## src/rtl/wb_arbiter.sv

```systemverilog
// wb_arbiter
// Writeback stage of the RV32 core and the only driver of the register
// file write port. Two producers, the ALU and the load unit, offer results
// over valid/ready channels. Loads normally win. An ALU anti-starvation
// counter forces an ALU grant after MAX_WAIT consecutive lost cycles. The
// winner is registered into a one-deep output stage. Two bypass taps
// forward the in-flight write to the read ports.
//
// Ports
//   CLK, RST               clock; synchronous active-high reset
//   alu_valid/rd/data      ALU result channel;  alu_ready = accepted this cycle
//   ld_valid/rd/data       load result channel; ld_ready  = accepted this cycle
//   WRITE, wb_addr, wb_data  register file write port (one cycle after grant)
//   byp_addr_a/b           read port addresses to compare against the write
//   byp_hit_a/b, byp_data_a/b  forwarded write data (0 when no hit)
//   retired_cnt            number of register writes performed (wraps)

module wb_arbiter #(
    parameter int XLEN     = 32,
    parameter int MAX_WAIT = 3
) (
    input  logic            CLK,
    input  logic            RST,

    input  logic            alu_valid,
    input  logic [4:0]      alu_rd,
    input  logic [XLEN-1:0] alu_data,
    output logic            alu_ready,

    input  logic            ld_valid,
    input  logic [4:0]      ld_rd,
    input  logic [XLEN-1:0] ld_data,
    output logic            ld_ready,

    output logic            WRITE,
    output logic [4:0]      wb_addr,
    output logic [XLEN-1:0] wb_data,

    input  logic [4:0]      byp_addr_a,
    output logic            byp_hit_a,
    output logic [XLEN-1:0] byp_data_a,
    input  logic [4:0]      byp_addr_b,
    output logic            byp_hit_b,
    output logic [XLEN-1:0] byp_data_b,

    output logic [31:0]     retired_cnt
);

    localparam logic [3:0] MAX_WAIT_W = 4'(MAX_WAIT);

    logic [3:0]      wait_cnt;
    logic            force_alu;
    logic            grant_alu;
    logic            grant_ld;
    logic [4:0]      sel_rd;
    logic [XLEN-1:0] sel_data;

    assign force_alu = (wait_cnt == MAX_WAIT_W);

    // Grant is gated by RST so nothing is accepted while reset is applied.
    // The register file takes a write every cycle, so the grant never has
    // to look at the output stage.
    always_comb begin
        grant_alu = 1'b0;
        grant_ld  = 1'b0;
        sel_rd    = ld_rd;
        sel_data  = ld_data;
        if (!RST) begin
            if (alu_valid && ld_valid) begin
                grant_alu = force_alu;
                grant_ld  = !force_alu;
            end else begin
                grant_alu = alu_valid;
                grant_ld  = ld_valid;
            end
        end
        if (grant_alu) begin
            sel_rd   = alu_rd;
            sel_data = alu_data;
        end
    end

    assign alu_ready = grant_alu;
    assign ld_ready  = grant_ld;

    // Counts consecutive cycles in which the ALU offered a result and lost.
    // The count saturates at MAX_WAIT, which is the value that forces the
    // ALU grant above.
    always_ff @(posedge CLK) begin
        if (RST) begin
            wait_cnt <= 4'd0;
        end else if (alu_valid && !grant_alu) begin
            if (wait_cnt != MAX_WAIT_W) begin
                wait_cnt <= wait_cnt + 4'd1;
            end
        end else begin
            wait_cnt <= 4'd0;
        end
    end

    // Writes to x0 are accepted and then dropped by leaving WRITE low.
    // When there is no grant, the address and data hold their values.
    always_ff @(posedge CLK) begin
        if (RST) begin
            WRITE   <= 1'b0;
            wb_addr <= 5'd0;
            wb_data <= '0;
        end else if (grant_alu || grant_ld) begin
            WRITE   <= (sel_rd != 5'd0);
            wb_addr <= sel_rd;
            wb_data <= sel_data;
        end else begin
            WRITE   <= 1'b0;
        end
    end

    always_ff @(posedge CLK) begin
        if (RST) begin
            retired_cnt <= 32'd0;
        end else if (WRITE) begin
            retired_cnt <= retired_cnt + 32'd1;
        end
    end

    // wb_addr is never 0 while WRITE is high, but the explicit x0 test
    // keeps the taps safe regardless of what the output stage holds.
    assign byp_hit_a  = WRITE && (byp_addr_a == wb_addr) && (byp_addr_a != 5'd0);
    assign byp_hit_b  = WRITE && (byp_addr_b == wb_addr) && (byp_addr_b != 5'd0);
    assign byp_data_a = byp_hit_a ? wb_data : '0;
    assign byp_data_b = byp_hit_b ? wb_data : '0;

endmodule

```

## config.mk

```make
export PLATFORM = sky130hd
export DESIGN_NAME = wb_arbiter
export DESIGN_NICKNAME = d
export VERILOG_FILES = /design/src/rtl/wb_arbiter.sv
export SDC_FILE = /design/constraint.sdc
export NUM_CORES = 1
export LEC_CHECK = 0
export BUFFER_PORTS_ARGS = -buffer_cell sky130_fd_sc_hd__buf_2
export CAP_MARGIN = 20
export CORE_UTILIZATION = 48
export CTS_CLUSTER_DIAMETER = 150
export CTS_CLUSTER_SIZE = 14
export DETAILED_ROUTE_END_ITERATION = 12
export GPL_ROUTABILITY_DRIVEN = 0
export PLACE_DENSITY = 0.92
export SYNTH_ARGS = -nofsm -noshare
export SYNTH_HDL_FRONTEND = slang
export SYNTH_SLANG_ARGS = --single-unit
```

## constraint.sdc

```tcl
create_clock -name CLK -period 3.7 [get_ports CLK]
set_input_delay 0.37 -clock CLK [delete_from_list [all_inputs] [get_ports CLK]]
set_output_delay 0.37 -clock CLK [all_outputs]
set_load 0.01 [all_outputs]
```

==> impl_metrics.tcl <==
set metrics [dict create \
    power_uw 1715 \
    hp-class "in2reg" \
    crit_start "wait_cnt[0]$_SDFFE_PP0P_" \
    core_area_um2 7888 \
    vias 4242 \
    worst_pin_slew_ns 0.5558 \
    grt_max_degree 61 \
    endpoint "alu_ready" \
    reg2reg_to "retired_cnt[29]$_SDFFE_PP0P_" \
    yosysTopAreaCell "dfxtp_1" \
    timing.final.hold_violations 0 \
    synth_nets 553 \
    fmax_ghz 0.3991 \
    topRoutingLayerUsed "met4" \
    critPathMaxFanout 21 \
    wl_per_cell_um 15.67 \
    drv_slew 0 \
    crit_required_ns 3.33 \
    reg2reg_depth 4 \
    wl_met1_um 4779 \
    setup_tns_ns 0 \
    clk_pin_slew_ns 0.08 \
    critical_path.reg2reg.startpoint "WRITE$_SDFF_PP0_" \
    ys_warn_count 0 \
    dp_hpwl_um 9195 \
    maxCapViolations 0 \
    max_stage_delay_ns 0.51 \
    synth_area_leaders "dfxtp_1 (37%), and2_1 (10%), mux2i_1 (9.6%), a211oi_1 (7.4%), nor2_1 (5.9%)" \
    met3_length_um 717 \
    grt_pass1_wl_um 19140 \
    switchingPower_uw 473.0 \
    dpl_cell_area_um2 5160 \
    grt_pass1_vias 4051 \
    cts_tree "done" \
    pwr-share-clk_pct 34.9 \
    seq_area_frac_synth_pct 37.23 \
    initial_core_util_pct 50.44 \
    finalSetupViolations 0 \
    routed_via_density 5.445 \
    antenna_found_initial 0 \
    cts_setup_buffers 0 \
    die_area_um2 8657 \
    dp.cells 763 \
    outcome "finished clean" \
    p_leak_uw 0.002476 \
    n_antenna_cell 0 \
    drcViolationCount 0 \
    crit_path_start_kind "flip-flop" \
    first_iter_violations 198 \
    fin_cells 779 \
    clock-sinks 74 \
    grt_setup_unrepaired "false" \
    syn_area_um2 3979 \
    syn_to_final_growth_pct 34.47 \
    synth-edff-count 0 \
    worst_path_max_delay_cell "or3b_2" \
    rows 32 \
    root_buffer "clkbuf_8" \
    cts_max_path_buffers 2 \
    synthArstFlopShare_pct 0 \
    synthCells 463 \
    peakVddDrop_v 0.0001538 \
    ioPinCount 226 \
    dieHeight_um 93.05 \
    synth_flop_cell "dfxtp_1" \
    fin_crit_sh_pct 67.71 \
    internal-power_uw 1242 \
    cts_buffers 9 \
    comb_power_share_pct 14.4 \
    p_seq_share_pct 50.8 \
    max_slew_margin_pct 62.95 \
    ys_ff_latch 74 \
    clk_latency_ns 0.34 \
    dr.pass1.iters 4 \
    io_buffers 225 \
    hold_buffers 0 \
    worstSetupPathType "reg2out" \
    syn_avg_cell_area_um2 8.594 \
    nNetsFinal 762 \
    fin_area_um2 5350 \
    die_w_um 93.05 \
    grt.overflow.total 0 \
    dr_wl_met2_um 6354 \
    synth.distinct_cells 38 \
    netlist.area_leader.share_pct 37.23 \
    r2r_slack_ns 1.49 \
    worstSetupEndpointType "output port" \
    cts_resized 0 \
    htree_levels 3 \
    totalWireLength_um 12210 \
    grt_use_total_pct 27.69 \
    crit_chain "ha_1 -> or3b_2 -> a21oi_4 -> buf_4 -> buf_2" \
    drive_gt1_share_pct 38.40 \
    post-route-min-period_ns 2.505 \
    clock_skew_ns 0.007251 \
    switching_share_pct 27.58 \
    cp.arrival_ns 2.14 \
    p_per_area_nw_per_um2 320.6 \
    antenna_left 0 \
]
## cells in the mapped netlist (all sizes together) (2+ instances only)
master,number
a211oi,39
a21oi,18
and2,66
and4,4
buf,8
clkbuf,25
dfxtp,74
ha,2
inv,6
mux2,2
mux2i,38
nand2,13
nand3,15
nand4,13
nor2,63
nor2b,2
nor3,3
nor4,3
o21ai,3
o31ai,13
o41ai,3
or3,4
or4,16
xnor2,15
xor2,7
## kinds of logic (layout without fill, tap and decap cells)
family / count (synthesis) / in the layout / synth area share (%)
xor gates and xnor gates: 22 / 22 / 4.843
AOI/OAI and AO/OA: 78 / 78 / 13.58
muxes: 40 / 40 / 10.13
adders and majority gates: 2 / 2 / 0.6288
DFF: 74 / 74 / 37.23
buffers and inverters: 39 / 253 / 4.245
and+or+nand+nor: 208 / 208 / 29.34
## sequential cells by signal, indices dropped and copies added, names as in the netlist
signal and flops:
retired_cnt 32, wb_data 32, wb_addr 5, wait_cnt 4
WRITE 1
## placed cells by master, fill, tap and decap left out, drive strengths merged, types with 3 or more instances in the layout
cell type,netlist,layout
o31ai,13,13
o41ai,3,3
buf,8,231
and2,66,66
mux2i,38,38
clkbuf,25,12
or4,16,16
nor3,3,3
or3,4,4
nor2,63,63
xor2,7,7
o21ai,3,3
nand4,13,13
a211oi,39,39
a21oi,18,18
nand3,15,15
nor4,3,3
nand2,13,13
inv,6,6
dfxtp,74,74
xnor2,15,15
and4,4,4
## worst min path at each step
stage                                to  slack (ns)  cells after the start                      from
2_1_floorplan  wait_cnt[0]$_SDFFE_PP0P_        0.42                      1  wait_cnt[0]$_SDFFE_PP0P_
3_3_place_gp   wait_cnt[0]$_SDFFE_PP0P_        0.43                      1  wait_cnt[0]$_SDFFE_PP0P_
3_5_place_dp   wait_cnt[0]$_SDFFE_PP0P_        0.45                      1  wait_cnt[0]$_SDFFE_PP0P_
4_1_cts                WRITE$_SDFF_PP0_        0.33                      2                  ld_rd[3]
5_1_grt                WRITE$_SDFF_PP0_        0.33                      2                  ld_rd[3]
6_report       wb_data[25]$_SDFFE_PP0P_        0.36                      3               ld_data[25]
## critical path: cells and delay by family (launching register included)
kind,cells,cell delay [ns]
AO/OA/AOI/OAI,1,0.17
adder cells (fa/ha/maj),1,0.22
buffers and inverters,2,0.53
flip-flops,1,0.36
AND/OR/NAND/NOR,1,0.51
## layer usage
layer	GRT usage (%)	vias to the layer above
li1	-	2086
met1	32.39	1959
met2	48.59	169
met3	5.285	28
met4	12.95	0
met5	0	-
## power groups by stage
stage	Clock, uW	Combinational (uW)	Sequential [uW]
final	598	246	871
after detailed placement	0	246	889
after global routing	642	269	877
after CTS	607	247	870
after floorplan	0	118	895
after global placement	0	236	886
## stage by stage
stage / worst slack, ns / hold slack [ns] / utilization [%]
after floorplan: 1.595 / 0.4176 / -
after global placement: 1.590 / 0.4279 / 65.42
after detailed placement: 1.514 / 0.4456 / 65.42
after CTS: 1.182 / 0.3331 / 67.83
after global routing: 1.094 / 0.3251 / 67.83
final: 1.195 / 0.3634 / 67.83
## layout make-up
class / instances / area, um2
Clock inverter: 4 / 25.02
Multi-Input combinational cell: 350 / 2357
Timing Repair Buffer: 231 / 1171
Inverter: 6 / 22.52
Sequential cell: 74 / 1481
Tap cell: 102 / 127.6
Fill cell: 636 / 2537
Clock buffer: 12 / 165.2
No activity file was read; power rests on OpenSTA's default activity.
